File: src/rtl/fir_xifu_mem_resp_if.sv
// XIF memory request/result channel and OBI data-memory port used by the FIR XIFU memory responder.

interface fir_xifu_mem_resp_xif_if #(
    parameter int unsigned X_ID_WIDTH = 4
);
    logic                  mem_valid;
    logic                  mem_ready;
    logic [X_ID_WIDTH-1:0] mem_id;
    logic [31:0]           mem_addr;
    logic                  mem_we;
    logic [2:0]            mem_size;
    logic [3:0]            mem_be;
    logic [31:0]           mem_wdata;
    logic                  mem_last;

    logic                  mem_result_valid;
    logic [X_ID_WIDTH-1:0] mem_result_id;
    logic [31:0]           mem_result_rdata;
    logic                  mem_result_err;

    modport master (
        output mem_valid, mem_id, mem_addr, mem_we, mem_size, mem_be, mem_wdata, mem_last,
        input  mem_ready, mem_result_valid, mem_result_id, mem_result_rdata, mem_result_err
    );

    modport slave (
        input  mem_valid, mem_id, mem_addr, mem_we, mem_size, mem_be, mem_wdata, mem_last,
        output mem_ready, mem_result_valid, mem_result_id, mem_result_rdata, mem_result_err
    );
endinterface

interface fir_xifu_mem_resp_obi_if;
    logic        req;
    logic        gnt;
    logic [31:0] addr;
    logic        we;
    logic [3:0]  be;
    logic [31:0] wdata;
    logic        rvalid;
    logic [31:0] rdata;
    logic        err;

    modport master (
        output req, addr, we, be, wdata,
        input  gnt, rvalid, rdata, err
    );

    modport slave (
        input  req, addr, we, be, wdata,
        output gnt, rvalid, rdata, err
    );
endinterface

File: src/rtl/fir_xifu_mem_resp.sv
// Core-side XIF memory responder: forwards legal requests to OBI, answers illegal ones with an
// error, and returns single-beat results strictly in request order.

module fir_xifu_mem_resp #(
    parameter int unsigned X_ID_WIDTH = 4,
    parameter int unsigned DEPTH      = 2
) (
    input logic                        clk_i,
    input logic                        rst_ni,
    fir_xifu_mem_resp_xif_if.slave     xif,
    fir_xifu_mem_resp_obi_if.master    obi
);

    localparam int unsigned PTR_W = (DEPTH > 1) ? $clog2(DEPTH) : 1;
    localparam int unsigned CNT_W = $clog2(DEPTH + 1);

    logic [PTR_W-1:0]      wptr_q, wptr_d;
    logic [PTR_W-1:0]      rptr_q, rptr_d;
    logic [CNT_W-1:0]      count_q, count_d;
    logic [X_ID_WIDTH-1:0] pend_id_q [DEPTH];
    logic [X_ID_WIDTH-1:0] pend_id_d [DEPTH];
    logic                  pend_we_q [DEPTH];
    logic                  pend_we_d [DEPTH];

    logic                  res_valid_q, res_valid_d;
    logic [X_ID_WIDTH-1:0] res_id_q, res_id_d;
    logic [31:0]           res_rdata_q, res_rdata_d;
    logic                  res_err_q, res_err_d;

    logic legal_c, full_c, empty_c, obi_req_c, push_c, pop_c, ill_acc_c;
    logic unused_last;

    assign unused_last = xif.mem_last;

    // Request decode and handshake; full/empty come from registered state only.
    always_comb begin
        legal_c = 1'b0;
        unique case (xif.mem_size)
            3'b001:  legal_c = 1'b1;
            3'b010:  legal_c = ~xif.mem_addr[0];
            3'b100:  legal_c = (xif.mem_addr[1:0] == 2'b00);
            default: legal_c = 1'b0;
        endcase
        full_c    = (count_q == CNT_W'(DEPTH));
        empty_c   = (count_q == '0);
        obi_req_c = xif.mem_valid & legal_c & ~full_c;
        push_c    = obi_req_c & obi.gnt;
        pop_c     = obi.rvalid & ~empty_c;
        // An illegal request may only complete once nothing older can still produce a result.
        ill_acc_c = xif.mem_valid & ~legal_c & empty_c & ~obi.rvalid;
    end

    assign xif.mem_ready = push_c | ill_acc_c;
    assign obi.req       = obi_req_c;
    assign obi.addr      = xif.mem_addr;
    assign obi.we        = xif.mem_we;
    assign obi.be        = xif.mem_be;
    assign obi.wdata     = xif.mem_wdata;

    assign xif.mem_result_valid = res_valid_q;
    assign xif.mem_result_id    = res_id_q;
    assign xif.mem_result_rdata = res_rdata_q;
    assign xif.mem_result_err   = res_err_q;

    // Pending-id FIFO and result next-state.
    always_comb begin
        wptr_d      = wptr_q;
        rptr_d      = rptr_q;
        count_d     = count_q;
        pend_id_d   = pend_id_q;
        pend_we_d   = pend_we_q;
        res_valid_d = 1'b0;
        res_id_d    = res_id_q;
        res_rdata_d = '0;
        res_err_d   = res_err_q;

        if (push_c) begin
            pend_id_d[wptr_q] = xif.mem_id;
            pend_we_d[wptr_q] = xif.mem_we;
            wptr_d = (wptr_q == PTR_W'(DEPTH - 1)) ? '0 : wptr_q + PTR_W'(1);
        end

        if (pop_c) begin
            rptr_d      = (rptr_q == PTR_W'(DEPTH - 1)) ? '0 : rptr_q + PTR_W'(1);
            res_valid_d = 1'b1;
            res_id_d    = pend_id_q[rptr_q];
            res_err_d   = obi.err;
            res_rdata_d = (pend_we_q[rptr_q] | obi.err) ? 32'h0 : obi.rdata;
        end else if (ill_acc_c) begin
            res_valid_d = 1'b1;
            res_id_d    = xif.mem_id;
            res_err_d   = 1'b1;
        end

        unique case ({push_c, pop_c})
            2'b10:   count_d = count_q + CNT_W'(1);
            2'b01:   count_d = count_q - CNT_W'(1);
            default: count_d = count_q;
        endcase
    end

    always_ff @(posedge clk_i or negedge rst_ni) begin
        if (!rst_ni) begin
            wptr_q      <= '0;
            rptr_q      <= '0;
            count_q     <= '0;
            pend_id_q   <= '{default: '0};
            pend_we_q   <= '{default: 1'b0};
            res_valid_q <= 1'b0;
            res_id_q    <= '0;
            res_rdata_q <= '0;
            res_err_q   <= 1'b0;
        end else begin
            wptr_q      <= wptr_d;
            rptr_q      <= rptr_d;
            count_q     <= count_d;
            pend_id_q   <= pend_id_d;
            pend_we_q   <= pend_we_d;
            res_valid_q <= res_valid_d;
            res_id_q    <= res_id_d;
            res_rdata_q <= res_rdata_d;
            res_err_q   <= res_err_d;
        end
    end

endmodule

File: src/flat_wrapper.sv
// flat-port wrapper written by rule: the top's interface ports become plain ports
module fir_xifu_mem_resp_flat 
#(
    parameter int unsigned X_ID_WIDTH = 4,
    parameter int unsigned DEPTH      = 2
)
  (clk_i, rst_ni, xif_mem_valid, xif_mem_id, xif_mem_addr, xif_mem_we, xif_mem_size, xif_mem_be, xif_mem_wdata, xif_mem_last, xif_mem_ready, xif_mem_result_valid, xif_mem_result_id, xif_mem_result_rdata, xif_mem_result_err, obi_req, obi_addr, obi_we, obi_be, obi_wdata, obi_gnt, obi_rvalid, obi_rdata, obi_err);
  fir_xifu_mem_resp_xif_if #(.X_ID_WIDTH(X_ID_WIDTH)) xif_i ();
  fir_xifu_mem_resp_obi_if obi_i ();
  input logic clk_i;
  input logic rst_ni;
  input wire logic [$bits(xif_i.mem_valid)-1:0] xif_mem_valid;
  input wire logic [$bits(xif_i.mem_id)-1:0] xif_mem_id;
  input wire logic [$bits(xif_i.mem_addr)-1:0] xif_mem_addr;
  input wire logic [$bits(xif_i.mem_we)-1:0] xif_mem_we;
  input wire logic [$bits(xif_i.mem_size)-1:0] xif_mem_size;
  input wire logic [$bits(xif_i.mem_be)-1:0] xif_mem_be;
  input wire logic [$bits(xif_i.mem_wdata)-1:0] xif_mem_wdata;
  input wire logic [$bits(xif_i.mem_last)-1:0] xif_mem_last;
  output wire logic [$bits(xif_i.mem_ready)-1:0] xif_mem_ready;
  output wire logic [$bits(xif_i.mem_result_valid)-1:0] xif_mem_result_valid;
  output wire logic [$bits(xif_i.mem_result_id)-1:0] xif_mem_result_id;
  output wire logic [$bits(xif_i.mem_result_rdata)-1:0] xif_mem_result_rdata;
  output wire logic [$bits(xif_i.mem_result_err)-1:0] xif_mem_result_err;
  output wire logic [$bits(obi_i.req)-1:0] obi_req;
  output wire logic [$bits(obi_i.addr)-1:0] obi_addr;
  output wire logic [$bits(obi_i.we)-1:0] obi_we;
  output wire logic [$bits(obi_i.be)-1:0] obi_be;
  output wire logic [$bits(obi_i.wdata)-1:0] obi_wdata;
  input wire logic [$bits(obi_i.gnt)-1:0] obi_gnt;
  input wire logic [$bits(obi_i.rvalid)-1:0] obi_rvalid;
  input wire logic [$bits(obi_i.rdata)-1:0] obi_rdata;
  input wire logic [$bits(obi_i.err)-1:0] obi_err;
  assign xif_i.mem_valid = xif_mem_valid;
  assign xif_i.mem_id = xif_mem_id;
  assign xif_i.mem_addr = xif_mem_addr;
  assign xif_i.mem_we = xif_mem_we;
  assign xif_i.mem_size = xif_mem_size;
  assign xif_i.mem_be = xif_mem_be;
  assign xif_i.mem_wdata = xif_mem_wdata;
  assign xif_i.mem_last = xif_mem_last;
  assign xif_mem_ready = xif_i.mem_ready;
  assign xif_mem_result_valid = xif_i.mem_result_valid;
  assign xif_mem_result_id = xif_i.mem_result_id;
  assign xif_mem_result_rdata = xif_i.mem_result_rdata;
  assign xif_mem_result_err = xif_i.mem_result_err;
  assign obi_req = obi_i.req;
  assign obi_addr = obi_i.addr;
  assign obi_we = obi_i.we;
  assign obi_be = obi_i.be;
  assign obi_wdata = obi_i.wdata;
  assign obi_i.gnt = obi_gnt;
  assign obi_i.rvalid = obi_rvalid;
  assign obi_i.rdata = obi_rdata;
  assign obi_i.err = obi_err;
  fir_xifu_mem_resp #(.X_ID_WIDTH(X_ID_WIDTH), .DEPTH(DEPTH)) u_core (.clk_i(clk_i), .rst_ni(rst_ni), .xif(xif_i), .obi(obi_i));
endmodule
File: config.mk
export PLATFORM = sky130hd
export DESIGN_NAME = fir_xifu_mem_resp_flat
export DESIGN_NICKNAME = d
export VERILOG_FILES = /design/src/rtl/fir_xifu_mem_resp_if.sv /design/src/rtl/fir_xifu_mem_resp.sv /design/src/flat_wrapper.sv
export SDC_FILE = /design/constraint.sdc
export NUM_CORES = 1
export LEC_CHECK = 0
export BUFFER_PORTS_ARGS = -buffer_cell sky130_fd_sc_hd__buf_4
export CAP_MARGIN = 20
export CORE_MARGIN = 2
export CORE_UTILIZATION = 34
export CTS_CLUSTER_SIZE = 8
export DETAILED_ROUTE_END_ITERATION = 12
export PLACE_DENSITY_LB_ADDON = 0.05
export REMOVE_ABC_BUFFERS = 1
export SETUP_SLACK_MARGIN = 0.5
export SYNTH_ARGS = -nofsm -noshare
export SYNTH_HDL_FRONTEND = slang
export SYNTH_SLANG_ARGS = --single-unit
File: constraint.sdc
create_clock -name clk_i -period 1.55 [get_ports clk_i]
set_input_delay 0.0775 -clock clk_i [delete_from_list [all_inputs] [get_ports clk_i]]
set_output_delay 0.0775 -clock clk_i [all_outputs]
set_load 0.02 [all_outputs]
==> results.json <==
{
  "cts.sinks": 52,
  "critPathTopFamily": "simple AND/OR/NAND/NOR gates",
  "gr-usage-all-layers_pct": 30.74,
  "drc": 0,
  "clock_latency_ps": 300,
  "clk_pin_slew_ps": 90,
  "cp_max_fo": 4,
  "final_area_mm2": 0.003969,
  "cpPeakStageDelay_ps": 610,
  "h-tree-depth": 2,
  "layout_commonest_cell": "buf_4",
  "drive_above_1_share_pct": 61.39,
  "met2_length_um": 5611,
  "power_density_mw_per_mm2": 1323,
  "yosys_warnings": 0,
  "status": "complete, but fails checks",
  "syn-cell-area_mm2": 0.002545,
  "finalWorstPathRequiredPeriod_ps": 1615,
  "io_buffers": 90,
  "total_power_mw": 5.251,
  "start_util_pct": 35.09,
  "setup_viol_count_final": 21,
  "hold_class": "input port to flip-flop",
  "crit_chain": "buf_6 -> or4b_4 -> o31ai_4 -> a22oi_1",
  "area_growth_pct": 55.95,
  "postRouteAntennaNets": 0,
  "m1WireLength_um": 2878,
  "pin_count": 224,
  "final_nets": 432,
  "antenna_found_initial": 0,
  "viasPerCell": 4.783,
  "grt_overflow": 0,
  "design.die.area_mm2": 0.008193,
  "final_hold_viol_count": 0,
  "cts_tree": "built",
  "timing.fmax_mhz": 619.1,
  "multi_input_area_um2": 964.7,
  "maxCapViolCount": 0,
  "tightestPinTransition_ps": 681.8,
  "fp.coreArea_mm2": 0.007253,
  "worstSetupPathType": "flip-flop to flip-flop",
  "cp_num_buf_inv": 1,
  "timing.final.crit_share_pct": 104.2,
  "place_hpwl_um": 9671,
  "setup_ws_ps": -65.23,
  "ys_ff_latch": 52,
  "slew_violations": 0,
  "worst_ep_arrival_time_ps": 1800,
  "avgSynthCellArea_um2": 11.73,
  "cp-start-kind": "flip-flop",
  "cts_buffer_depth": 2,
  "die_w_um": 90.52,
  "cp_slowest_cell": "or4b_4",
  "end_kind": "flip-flop",
  "p_leak_nw": 1.937,
  "met3_length_um": 3263,
  "synth_cell_types": 30,
  "drt_wl_total_um": 12360,
  "cts_buffers": 5,
  "slew_headroom_pct": 54.55,
  "die_y_um": 90.52,
  "grt_setup_unrepaired": "yes",
  "wl_per_cell_um": 29.79,
  "failed_checks": "negative setup slack",
  "num_vias": 1985,
  "grt_pass1_wl_um": 17220,
  "worst-r2r-cell-count": 4,
  "yosysSeqAreaShare_pct": 51.13,
  "cts-root-buf": "clkbuf_8",
  "ir_drop_mv": 0.4338,
  "crit_cells": 4,
  "cp.required_ps": 1740,
  "highest_layer": "met4",
  "place_area_mm2": 0.002957,
  "layout_common_cells": "104 x buf_4, 51 x dfrtp_1, 33 x dlygate4sd3_1",
  "fillers": 646,
  "netlist_instances": 217,
  "rows": 31,
  "fin_worst_skew_ps": 8.393,
  "grt_max_degree": 53,
  "grt_pass1_vias": 2124,
  "regArea_mm2": 0.001303,
  "drt_iter0_markers": 87,
  "gp_congestion": 0.9127,
  "hold_depth": 2,
  "n_antenna_cell": 0,
  "drtPass1Iterations": 4
}
## through the flow
stage	hold WS, ps	setup TNS [ps]	utilization (%)	worst slack [ps]	instances
4_1_cts	21.37	-828.8	53.22	-52.62	412
6_report	28.46	-916.0	54.72	-65.23	415
3_3_place_gp	155.4	-7847	40.76	-275.4	352
3_5_place_dp	155.4	-7286	40.76	-283.3	352
5_1_grt	23.39	-3520	54.72	-118.3	415
2_1_floorplan	-218.1	-60670	-	-1860	143
## cells in the mapped netlist
cell type / instances / area share (%)
mux2i_1: 4 / 1.6
ha_1: 1 / 0.49
o21ba_2: 1 / 0.39
mux2_2: 10 / 4.4
a22oi_1: 4 / 1.2
a21oi_1: 2 / 0.39
clkbuf_1: 4 / 0.59
xnor2_1: 5 / 1.7
nor4b_2: 1 / 0.59
or4b_1: 1 / 0.39
nand3_1: 1 / 0.20
o21ai_1: 1 / 0.20
inv_1: 2 / 0.30
buf_4: 69 / 20
o31ai_1: 4 / 1.2
nor4b_1: 2 / 0.69
nand2_1: 3 / 0.44
clkinv_1: 1 / 0.15
or4b_2: 1 / 0.39
o21bai_1: 1 / 0.30
buf_6: 1 / 0.44
dfrtp_1: 52 / 51
a2111oi_4: 1 / 1.1
a41oi_1: 4 / 1.4
nor2b_1: 2 / 0.49
and2_1: 32 / 7.9
a211o_1: 2 / 0.69
o21ai_0: 1 / 0.20
a2111oi_0: 1 / 0.34
nor2_1: 3 / 0.44
## registers in the layout, summed over array words and instances, names as in the netlist
name,count
u_core.xif.mem_result_valid,1
u_core.xif.mem_result_id,4
u_core.pend_id_q,8
u_core.rptr_q,1
u_core.xif.mem_result_err,1
u_core.count_q,2
u_core.pend_we_q,2
u_core.xif.mem_result_rdata,32
u_core.wptr_q,1
## cells by family (layout without fill, tap and decap cells)
| group | after synthesis | after routing | synth area share [%] |
|---|---|---|---|
| AOI/OAI and AO/OA | 22 | 22 | 7.326 |
| adders and majority gates | 1 | 1 | 0.4916 |
| and+or+nand+nor | 46 | 46 | 11.50 |
| buffers and inverters | 77 | 176 | 21.83 |
| xor gates and xnor gates | 5 | 5 | 1.721 |
| DFF | 52 | 52 | 51.13 |
| muxes | 14 | 14 | 5.998 |
## metal layers
layer / vias to the layer above / track usage, %
li1: 846 / -
met5: - / 3.205
met1: 891 / 21.94
met3: 28 / 36.98
met2: 220 / 48.01
met4: 0 / 12.18
## area by class of cell
cell class                      count  share of cell area, %
Tap cell                           99                  3.121
Clock buffer                        7                  2.427
Sequential cell                    52                  32.82
Multi-Input combinational cell     88                  24.31
Timing Repair Buffer              166                  37.04
Inverter                            3                 0.2837
## path summary, 6_finish.rpt
path                                     startpoint                              end  slack [ps]
min in group asynchronous                    rst_ni  u_core.xif.mem_result_rdata[21]         360
worst min-delay path                     xif_mem_we              u_core.pend_we_q[0]          30
worst max-delay path              u_core.count_q[0]      u_core.xif.mem_result_id[3]         -70
max in group asynchronous                    rst_ni                u_core.count_q[0]         700
worst min register to register  u_core.pend_we_q[1]              u_core.pend_we_q[1]         510
worst max register to register    u_core.count_q[0]      u_core.xif.mem_result_id[3]         -70
## timing repair
action,4_1_cts,5_1_grt
resized for setup,73,19
buffers inserted,18,3
gates cloned,2,0
hold buffers,33,0
setup endpoints to repair,54,54
hold endpoints to repair,84,0
pin swaps,17,22
## where the power goes
group / leakage [nW] / switching (mW) / internal [mW] / total, mW
Combinational: 1.21 / 1.02 / 1.44 / 2.47
Sequential: 0.681 / 0.249 / 1.71 / 1.96
Clock: 0.0503 / 0.428 / 0.399 / 0.826
Total: 1.94 / 1.70 / 3.55 / 5.25
(Power assumes the default switching activity.)
